## src/rtl/pacman_pkg.sv

```systemverilog
// Shared types for the Pac-Man motion block: directions, FSM states, tile size.
package pacman_pkg;

  // log2 of the tile edge in pixels (8x8 tiles)
  localparam int TILE_SHIFT_DEF = 3;

  typedef enum logic [1:0] {
    UP    = 2'd0,
    LEFT  = 2'd1,
    DOWN  = 2'd2,
    RIGHT = 2'd3
  } dir_t;

  typedef enum logic [2:0] {
    IDLE,
    CHK_REQ,
    WAIT_REQ,
    CHK_CUR,
    WAIT_CUR,
    STEP
  } state_t;

  // Reverse of a direction; a reversal never needs a wall query.
  function automatic dir_t opposite(input dir_t d);
    case (d)
      UP:      return DOWN;
      DOWN:    return UP;
      LEFT:    return RIGHT;
      default: return LEFT;
    endcase
  endfunction

endpackage

```

## src/rtl/pacman_next_tile.sv

```systemverilog
// Neighbour-tile calculator: the tile one step away from (tile_x, tile_y) in dir.
// Optional feature macro: PACMAN_TUNNEL_EN wraps columns -1 and MAZE_W around the
// maze; without it those columns are reported as out of range.
module pacman_next_tile
  import pacman_pkg::*;
#(
  parameter int MAZE_W = 28,
  parameter int MAZE_H = 31
) (
  input  logic [4:0] tile_x,
  input  logic [4:0] tile_y,
  input  dir_t       dir,
  output logic [4:0] nx,
  output logic [4:0] ny,
  output logic       out_of_range
);

  localparam logic signed [5:0] W_S = 6'(MAZE_W);
  localparam logic signed [5:0] H_S = 6'(MAZE_H);

  logic signed [5:0] sx;
  logic signed [5:0] sy;

  // Signed 6-bit step so that -1 and MAZE_W/MAZE_H are representable before the range test.
  always_comb begin
    sx = signed'({1'b0, tile_x});
    sy = signed'({1'b0, tile_y});
    out_of_range = 1'b0;
    case (dir)
      UP:      sy = sy - 6'sd1;
      DOWN:    sy = sy + 6'sd1;
      LEFT:    sx = sx - 6'sd1;
      default: sx = sx + 6'sd1;
    endcase
    if (sy < 6'sd0 || sy >= H_S) begin
      out_of_range = 1'b1;
    end
`ifdef PACMAN_TUNNEL_EN
    if (sx < 6'sd0) begin
      sx = W_S - 6'sd1;
    end else if (sx >= W_S) begin
      sx = 6'sd0;
    end
`else
    if (sx < 6'sd0 || sx >= W_S) begin
      out_of_range = 1'b1;
    end
`endif
    nx = sx[4:0];
    ny = sy[4:0];
  end

endmodule

```

## src/rtl/pacman_motion.sv

```systemverilog
// Pac-Man motion controller: one pixel per frame_tick, turns only on tile-aligned
// positions after a wall query, stops in front of walls.
// Optional feature macro: PACMAN_TUNNEL_EN lets the sprite wrap through the side
// tunnel; without it the position never leaves the maze.
module pacman_motion
  import pacman_pkg::*;
#(
  parameter logic [9:0] ORIGIN_X   = 10'd0,
  parameter logic [9:0] ORIGIN_Y   = 10'd0,
  parameter logic [9:0] START_X    = 10'd120,
  parameter logic [9:0] START_Y    = 10'd228,
  parameter int         TILE_SHIFT = TILE_SHIFT_DEF,
  parameter int         MAZE_W     = 28,
  parameter int         MAZE_H     = 31
) (
  input  logic       clk,
  input  logic       rst,
  input  logic       frame_tick,
  input  logic       dir_valid,
  input  logic [1:0] dir_req,
  output logic       wall_req,
  output logic [4:0] tile_x,
  output logic [4:0] tile_y,
  input  logic       wall_ack,
  input  logic       wall_hit,
  output logic [9:0] pacman_xloc,
  output logic [9:0] pacman_yloc,
  output logic [1:0] facing,
  output logic       moving,
  output logic       frame_overrun
);

`ifdef PACMAN_TUNNEL_EN
  // Rightmost maze-relative x; crossing it wraps to the other side.
  localparam logic [9:0] MX_MAX = 10'((MAZE_W << TILE_SHIFT) - 1);
`endif

  state_t     state_reg, state_next;
  logic [9:0] xloc_reg, xloc_next;
  logic [9:0] yloc_reg, yloc_next;
  dir_t       facing_reg, facing_next;
  logic       moving_reg, moving_next;
  logic       wall_req_reg, wall_req_next;
  logic [4:0] tile_x_reg, tile_x_next;
  logic [4:0] tile_y_reg, tile_y_next;
  logic       overrun_reg, overrun_next;
  logic       pend_valid_reg, pend_valid_next;
  dir_t       pend_dir_reg, pend_dir_next;
  logic       pend_clear;

  logic [9:0] mx, my;
  logic [4:0] cur_tx, cur_ty;
  logic       aligned;
  logic       ack;
  dir_t       query_dir;
  logic [4:0] nt_x, nt_y;
  logic       nt_oor;

  assign mx      = xloc_reg - ORIGIN_X;
  assign my      = yloc_reg - ORIGIN_Y;
  assign cur_tx  = 5'(mx >> TILE_SHIFT);
  assign cur_ty  = 5'(my >> TILE_SHIFT);
  assign aligned = (mx[TILE_SHIFT-1:0] == '0) && (my[TILE_SHIFT-1:0] == '0);
  assign ack     = wall_ack && wall_req_reg;
  // CHK_REQ probes the requested direction, every other state the current one.
  assign query_dir = (state_reg == CHK_REQ) ? pend_dir_reg : facing_reg;

  pacman_next_tile #(
    .MAZE_W(MAZE_W),
    .MAZE_H(MAZE_H)
  ) u_next_tile (
    .tile_x      (cur_tx),
    .tile_y      (cur_ty),
    .dir         (query_dir),
    .nx          (nt_x),
    .ny          (nt_y),
    .out_of_range(nt_oor)
  );

  // Next-state and datapath updates for the per-frame move sequence.
  always_comb begin
    state_next    = state_reg;
    xloc_next     = xloc_reg;
    yloc_next     = yloc_reg;
    facing_next   = facing_reg;
    moving_next   = moving_reg;
    wall_req_next = wall_req_reg;
    tile_x_next   = tile_x_reg;
    tile_y_next   = tile_y_reg;
    overrun_next  = frame_tick && (state_reg != IDLE);
    pend_clear    = 1'b0;
    case (state_reg)
      IDLE: begin
        if (frame_tick) state_next = CHK_REQ;
      end
      CHK_REQ: begin
        if (pend_valid_reg && pend_dir_reg == opposite(facing_reg)) begin
          facing_next = pend_dir_reg;
          pend_clear  = 1'b1;
          state_next  = STEP;
        end else if (aligned && pend_valid_reg && pend_dir_reg != facing_reg) begin
          if (nt_oor) begin
            // Off-maze tile behaves as a wall: keep the request, try straight ahead.
            state_next = CHK_CUR;
          end else begin
            wall_req_next = 1'b1;
            tile_x_next   = nt_x;
            tile_y_next   = nt_y;
            state_next    = WAIT_REQ;
          end
        end else begin
          state_next = CHK_CUR;
        end
      end
      WAIT_REQ: begin
        if (ack) begin
          wall_req_next = 1'b0;
          if (!wall_hit) begin
            facing_next = pend_dir_reg;
            pend_clear  = 1'b1;
            state_next  = STEP;
          end else begin
            state_next = CHK_CUR;
          end
        end
      end
      CHK_CUR: begin
        if (!aligned) begin
          state_next = STEP;
        end else if (nt_oor) begin
          moving_next = 1'b0;
          state_next  = IDLE;
        end else begin
          wall_req_next = 1'b1;
          tile_x_next   = nt_x;
          tile_y_next   = nt_y;
          state_next    = WAIT_CUR;
        end
      end
      WAIT_CUR: begin
        if (ack) begin
          wall_req_next = 1'b0;
          if (wall_hit) begin
            moving_next = 1'b0;
            state_next  = IDLE;
          end else begin
            state_next = STEP;
          end
        end
      end
      STEP: begin
        moving_next = 1'b1;
        state_next  = IDLE;
        case (facing_reg)
          UP:   yloc_next = yloc_reg - 10'd1;
          DOWN: yloc_next = yloc_reg + 10'd1;
          LEFT: begin
`ifdef PACMAN_TUNNEL_EN
            if (mx == 10'd0) xloc_next = ORIGIN_X + MX_MAX;
            else
`endif
            xloc_next = xloc_reg - 10'd1;
          end
          default: begin
`ifdef PACMAN_TUNNEL_EN
            if (mx == MX_MAX) xloc_next = ORIGIN_X;
            else
`endif
            xloc_next = xloc_reg + 10'd1;
          end
        endcase
      end
      default: state_next = IDLE;
    endcase
  end

  // Pending request: a fresh dir_valid always wins over clearing on apply.
  always_comb begin
    pend_valid_next = pend_valid_reg;
    pend_dir_next   = pend_dir_reg;
    if (dir_valid) begin
      pend_valid_next = 1'b1;
      pend_dir_next   = dir_t'(dir_req);
    end else if (pend_clear) begin
      pend_valid_next = 1'b0;
    end
  end

  // State and datapath registers with synchronous reset.
  always_ff @(posedge clk) begin
    if (rst) begin
      state_reg      <= IDLE;
      xloc_reg       <= START_X;
      yloc_reg       <= START_Y;
      facing_reg     <= LEFT;
      moving_reg     <= 1'b0;
      wall_req_reg   <= 1'b0;
      tile_x_reg     <= 5'd0;
      tile_y_reg     <= 5'd0;
      overrun_reg    <= 1'b0;
      pend_valid_reg <= 1'b0;
      pend_dir_reg   <= UP;
    end else begin
      state_reg      <= state_next;
      xloc_reg       <= xloc_next;
      yloc_reg       <= yloc_next;
      facing_reg     <= facing_next;
      moving_reg     <= moving_next;
      wall_req_reg   <= wall_req_next;
      tile_x_reg     <= tile_x_next;
      tile_y_reg     <= tile_y_next;
      overrun_reg    <= overrun_next;
      pend_valid_reg <= pend_valid_next;
      pend_dir_reg   <= pend_dir_next;
    end
  end

  assign wall_req      = wall_req_reg;
  assign tile_x        = tile_x_reg;
  assign tile_y        = tile_y_reg;
  assign pacman_xloc   = xloc_reg;
  assign pacman_yloc   = yloc_reg;
  assign facing        = facing_reg;
  assign moving        = moving_reg;
  assign frame_overrun = overrun_reg;

endmodule

```

## config.mk

```make
export PLATFORM = sky130hd
export DESIGN_NAME = pacman_motion
export DESIGN_NICKNAME = d
export VERILOG_FILES = /design/src/rtl/pacman_pkg.sv /design/src/rtl/pacman_next_tile.sv /design/src/rtl/pacman_motion.sv
export SDC_FILE = /design/constraint.sdc
export NUM_CORES = 1
export LEC_CHECK = 0
export BUFFER_PORTS_ARGS = -buffer_cell sky130_fd_sc_hd__buf_2
export CAP_MARGIN = 10
export CORE_UTILIZATION = 30
export DETAILED_ROUTE_END_ITERATION = 10
export SLEW_MARGIN = 20
export SYNTH_ARGS = -nofsm -noshare
export SYNTH_HDL_FRONTEND = slang
export SYNTH_SLANG_ARGS = --single-unit
export TNS_END_PERCENT = 10
```

## constraint.sdc

```tcl
create_clock -name clk -period 3.85 [get_ports clk]
set_input_delay 0.77 -clock clk [delete_from_list [all_inputs] [get_ports clk]]
set_output_delay 0.77 -clock clk [all_outputs]
set_load 0.005 [all_outputs]
```

==> results of run 1 <==
metal layers:
layer  up-vias  wire, um
met1      1237      3740
li1       1376         -
met2        53      3070
met5         -         0
met4         0        59
met3         6       292
cells by family (layout without fill, tap and decap cells):
kind of cell             Yosys count  after routing  share of synthesized area [%]
adder cells (fa/ha/maj)           25             25                           11.3
XOR/XNOR                          20             20                           5.89
AO/OA/AOI/OAI                    104            104                           22.6
multiplexers                      24             24                           9.26
buffers and inverters             33             72                           4.80
AND/OR/NAND/NOR                  116            116                           18.5
flip-flops                        41             41                           27.6
cells in the final DEF, fill, tap and decap left out, drive strengths merged, types with 2 or more instances in the layout:
master and count:
o22ai 2, a21o 11, o311a 2, or3 5
a31oi 9, nor3 7, fa 3, a21oi 28
xor2 6, dfxtp 41, o21ai 19, ha 22
and3 2, xnor2 14, nand4 2, nor2b 13
mux2i 14, o211ai 6, nor2 32, buf 48
clkbuf 5, o31ai 3, nor3b 2, a211oi 3
a22oi 2, nand2b 4, nand3 7, a21boi 2
o21a 5, nand2 38, mux2 10, inv 17
area by class of cell:
class / instances / area (um^2)
well taps: 129 / 161
flip-flops and latches: 41 / 821
multi-input cells: 289 / 2010
clock inverters: 3 / 21.3
fillers: 975 / 6020
clock buffers: 5 / 68.8
inverters: 16 / 60.1
repair buffers: 48 / 255
worst reg2reg max path, cell delays in order, from the launching register on:
cell and delay, ns:
dfxtp_1 0.35, nor3b_4 0.37, mux2i_1 0.44, nand2_1 0.16, xnor2_1 0.15, ha_1 0.23, or3_1 0.32, a31o_2 0.25
o32ai_1 0.17, xor2_1 0.27, a211o_2 0.37, mux2_2 0.37
final timing paths:
kind,startpoint,endpoint,slack (ns),cells after the start
worst max register to register,state_reg[0],tile_y[4],0.30,11
worst min-delay path,tile_x[0],tile_x[0],0.46,2
worst min register to register,tile_x[0],tile_x[0],0.46,2
worst max-delay path,state_reg[0],tile_y[4],0.30,11
per-stage QoR:
| stage | util [%] | hold slack, ns |
|---|---|---|
| floorplan | - | 0.454 |
| global placement | 35.1 | 0.453 |
| detailed placement | 35.1 | 0.457 |
| CTS | 36.1 | 0.469 |
| global route | 36.1 | 0.480 |
| finish | 36.1 | 0.462 |
what timing repair did:
| action | in CTS | in global routing |
|---|---|---|
| gates resized for setup | 0 | 1 |
| endpoints found under the setup margin | 0 | 6 |
| endpoints found under the hold margin | 0 | 0 |
power groups by stage:
| stage | clock network, mW | logic (mW) | registers, mW |
|---|---|---|---|
| global placement | 0 | 0.189 | 0.456 |
| floorplan | 0 | 0.152 | 0.452 |
| global route | 0.326 | 0.217 | 0.449 |
| finish | 0.297 | 0.194 | 0.447 |
| CTS | 0.311 | 0.194 | 0.447 |
| detailed placement | 0 | 0.193 | 0.457 |
==> flow_summary.json, run 1 <==
{
  "synth_area_leader_cell": "dfxtp_1",
  "fp.dieW_um": 102,
  "cpLargestDelayFamily": "simple AND/OR/NAND/NOR gates",
  "ctsLongestPathBuffers": 2,
  "core_area_um2": 9420,
  "clk_pin_slew_ns": 0.09,
  "synth_top_area_share_pct": 27.6,
  "rsz0062_at_grt": "false",
  "synth_cells": 363,
  "wl_per_cell_um": 13.5,
  "finalClockSkew_ns": 0.0142,
  "drive_gt1_share_pct": 17.9,
  "std_cell_rows": 35,
  "busiest_layer": "met2",
  "gp_congestion": 0.851,
  "power_density_nw_per_um2": 276,
  "critPathBufInv": 0,
  "root_buffer": "clkbuf_8",
  "cts-buffers-inserted": 5,
  "finalSetupViolCount": 0,
  "chipHeight_um": 102,
  "crit_required_ns": 4.03,
  "setup-tns-final_ns": 0,
  "grt_max_degree": 41,
  "antenna_found_initial": 0,
  "dp_hpwl_mm": 5.39,
  "final_antenna_net_count": 0,
  "start_kind": "register",
  "arrival_ns": 3.73,
  "place_area_um2": 3310,
  "hold_viol_final": 0,
  "met1_usage_pct": 20.4,
  "clock_sinks": 41,
  "synth.most_common_cell": "dfxtp_1",
  "worst-path-max-fanout": 11,
  "synth.area.top_cells": "dfxtp_1, ha_1, nand2_1, a21oi_1, mux2i_1",
  "fmax_mhz": 282,
  "synth.yosys.seq_area_share_pct": 27.6,
  "drv_slew": 0,
  "use_met2_pct": 22.1,
  "vias": 2672,
  "maxCapViolCount": 0,
  "ys_types": 52,
  "crit_chain": "nor3b_4, mux2i_1, nand2_1, xnor2_1, ha_1, or3_1, a31o_2, o32ai_1, xor2_1, a211o_2, mux2_2",
  "drcViolationCount": 0,
  "dpl.cell_count": 523,
  "critical_path_class": "reg -> reg",
  "stdcell_area_um2": 3400,
  "track_usage_pct": 14.4,
  "synth_edf_count": 0,
  "p_switching_mw": 0.291,
  "clk_latency_ns": 0.30,
  "syn_area_um2": 2970,
  "power_mw": 0.938,
  "cts_tree": "built",
  "area_growth_pct": 14.3,
  "synthArstFlopShare_pct": 0,
  "clock_power_share_pct": 31.6,
  "post_cts.repair.setup_buffers": 0,
  "start_util_pct": 31.6,
  "synth-main-ff-cell": "dfxtp_1",
  "min_period_ns": 3.55,
  "viasPerCell": 5.03,
  "leakagePower_nw": 1.45,
  "yosys_warnings": 0,
  "slowest_stage": "mux2i_1",
  "dpl_worst_slack_ns": 0.175,
  "status": "complete, no violations",
  "grt_util_met3_pct": 3.17,
  "num-nets-final": 434,
  "htree_levels": 2,
  "syn_avg_cell_area_um2": 8.19,
  "yosys-top-cells-count": "dfxtp_1, nand2_1, nor2_1",
  "period_share_pct": 92.1,
  "worst_pin_slew_ns": 0.525,
  "maxSlewHeadroom_pct": 65.0,
  "first_global_vias": 2452,
  "io_buffers": 42,
  "fin_cells": 531,
  "drt-total-wl_mm": 7.17,
  "slowest_delay_ns": 0.43,
  "swShare_pct": 31.0,
  "ir_worst_vdd_mv": 0.142,
  "setup_ws_ns": 0.303,
  "p_int_mw": 0.647,
  "synth_seq_cells": 41,
  "cts_hold_repair.buffers": 0,
  "grt_first_pass_wirelength_mm": 11.9,
  "first_pass_iters": 4,
  "combPwrFrac_pct": 20.7,
  "io_pins": 43,
  "antenna_cells": 0,
  "endpoint_kind": "register",
  "syn-num-nets": 396,
  "drt_iter0_drc": 122,
  "dieArea_um2": 10300,
  "overflow": 0,
  "seq_power_share_pct": 47.6,
  "hold_path_class": "reg -> reg"
}
Power figures use the tool's default switching activity.
==> run 2, diff against run 1 <==
==> constraint.sdc (replaced) <==
create_clock -name clk -period 4.6 [get_ports clk]
set_input_delay 0.92 -clock clk [delete_from_list [all_inputs] [get_ports clk]]
set_output_delay 0.92 -clock clk [all_outputs]
set_load 0.005 [all_outputs]
==> run 2 against run 1 <==
  * Fmax shrank 9.8%
  * Flip-flop and latch count unchanged
  * Routed wire length down 2.5%
  * Clock skew shrank 0.0021 ns
  * Combinational power is 25% lower
  * Sequential share of layout area is 0.30 points higher
  * Non-clock buffer count decreased by 4
  * Cell count fell by 0.75%
  * Clock power shrank 21%
  * Critical endpoint unchanged
  * Largest power group unchanged
==> flow_summary.json, run 2 (synthesis results as in run 1) <==
{
  "cts-buffers-inserted": 5,
  "vias": 2584,
  "hold_viol_final": 0,
  "hold_path_class": "reg -> reg",
  "dp_hpwl_mm": 5.16,
  "clk_pin_slew_ns": 0.08,
  "min_period_ns": 3.93,
  "post_cts.repair.setup_buffers": 0,
  "drt_iter0_drc": 94,
  "gp_congestion": 0.812,
  "fmax_mhz": 254,
  "start_util_pct": 31.6,
  "num-nets-final": 430,
  "antenna_cells": 0,
  "endpoint_kind": "register",
  "postCtsResizedCells": 0,
  "drive_gt1_share_pct": 16.1,
  "arrival_ns": 4.11,
  "start_kind": "register",
  "antenna_found_initial": 0,
  "leakagePower_nw": 1.42,
  "power_density_nw_per_um2": 228,
  "area_growth_pct": 12.9,
  "final_antenna_net_count": 0,
  "worst-path-max-fanout": 12,
  "cts_tree": "built",
  "ir_worst_vdd_mv": 0.133,
  "finalClockSkew_ns": 0.0121,
  "final_common_cell": "buf_2",
  "drcViolationCount": 0,
  "track_usage_pct": 14.1,
  "period_share_pct": 85.5,
  "dieArea_um2": 10300,
  "rrSetupSlack_ns": 0.67,
  "nFillCells": 1007,
  "maxCapViolCount": 0,
  "htree_levels": 2,
  "io_pins": 43,
  "final_cell_mix": "buf_2, dfxtp_1, nand2_1",
  "rsz0062_at_grt": "false",
  "fin_util_pct": 35.6,
  "overflow": 0,
  "io_buffers": 42,
  "chipHeight_um": 102,
  "worst_pin_slew_ns": 0.775,
  "drv_slew": 0,
  "first_pass_iters": 4,
  "status": "complete, no violations",
  "cts_hold_repair.buffers": 0,
  "grt_max_degree": 41,
  "clock_sinks": 41,
  "crit_required_ns": 4.78,
  "fp.dieW_um": 102,
  "drt-total-wl_mm": 6.99,
  "root_buffer": "clkbuf_8",
  "viasPerCell": 4.90,
  "wl_per_cell_um": 13.3,
  "first_global_vias": 2368,
  "maxSlewHeadroom_pct": 48.3,
  "std_cell_rows": 35,
  "clk_latency_ns": 0.30,
  "finalSetupViolCount": 0,
  "core_area_um2": 9420,
  "ctsLongestPathBuffers": 2,
  "setup-tns-final_ns": 0,
  "grt_first_pass_wirelength_mm": 11.6,
  "critical_path_class": "reg -> reg"
}
-- run 2: cell types whose count changed in the layout (fill, tap and decap cells not counted) --
cell	before	now
clkinvlp_4	1	0
a211o_1	0	1
inv_6	1	0
a211o_2	1	0
clkinv_2	1	0
clkbuf_1	0	3
buf_4	6	2
-- run 2: critical path: stages (launching register included) --
cell     delay [ns]
dfxtp_1        0.53
nor3b_4        0.44
mux2i_1        0.40
nand2_1        0.15
xnor2_1        0.16
ha_1           0.24
or3_1          0.32
a31o_2         0.25
o32ai_1        0.15
xor2_1         0.28
a211o_1        0.52
mux2_2         0.39
-- run 2: cell type report --
cell class              instances  area, um^2  share of cell area (%)
multi-input cells             289        2010                    59.8
repair buffers                 44         225                    6.71
flip-flops and latches         41         821                    24.5
well taps                     129         161                    4.81
clock buffers                   8        80.1                    2.39
inverters                      16        60.1                    1.79
-- run 2: final timing paths --
| path | from | end | cells past startpoint |
|---|---|---|---|
| max | state_reg[0] | tile_y[4] | 11 |
| max reg2reg | state_reg[0] | tile_y[4] | 11 |
| min reg2reg | tile_x[4] | tile_x[4] | 2 |
| min | tile_x[4] | tile_x[4] | 2 |
-- run 2: per-stage QoR --
step	power (mW)	std cells	worst slack [ns]	hold slack [ns]	cell area, um^2
after floorplan	0.506	363	0.929	0.454	2970
after global placement	0.533	519	0.845	0.453	3280
after detailed placement	0.537	519	0.704	0.456	3280
after CTS	0.774	527	0.682	0.467	3360
after global routing	0.808	527	0.423	0.487	3360
final	0.764	527	0.667	0.462	3360
-- run 2: power by group --
group,switching [mW],leakage (nW),internal (mW),total [mW]
registers,0.0217,0.332,0.363,0.385
logic,0.0799,1.05,0.0648,0.145
clock network,0.126,0.0395,0.108,0.234
-- run 2: routing by layer --
metal	wire length (um)	track usage (%)
met5	0	0
met1	3770	20.6
met2	2930	21.5
met4	48	3.01
met3	235	2.62
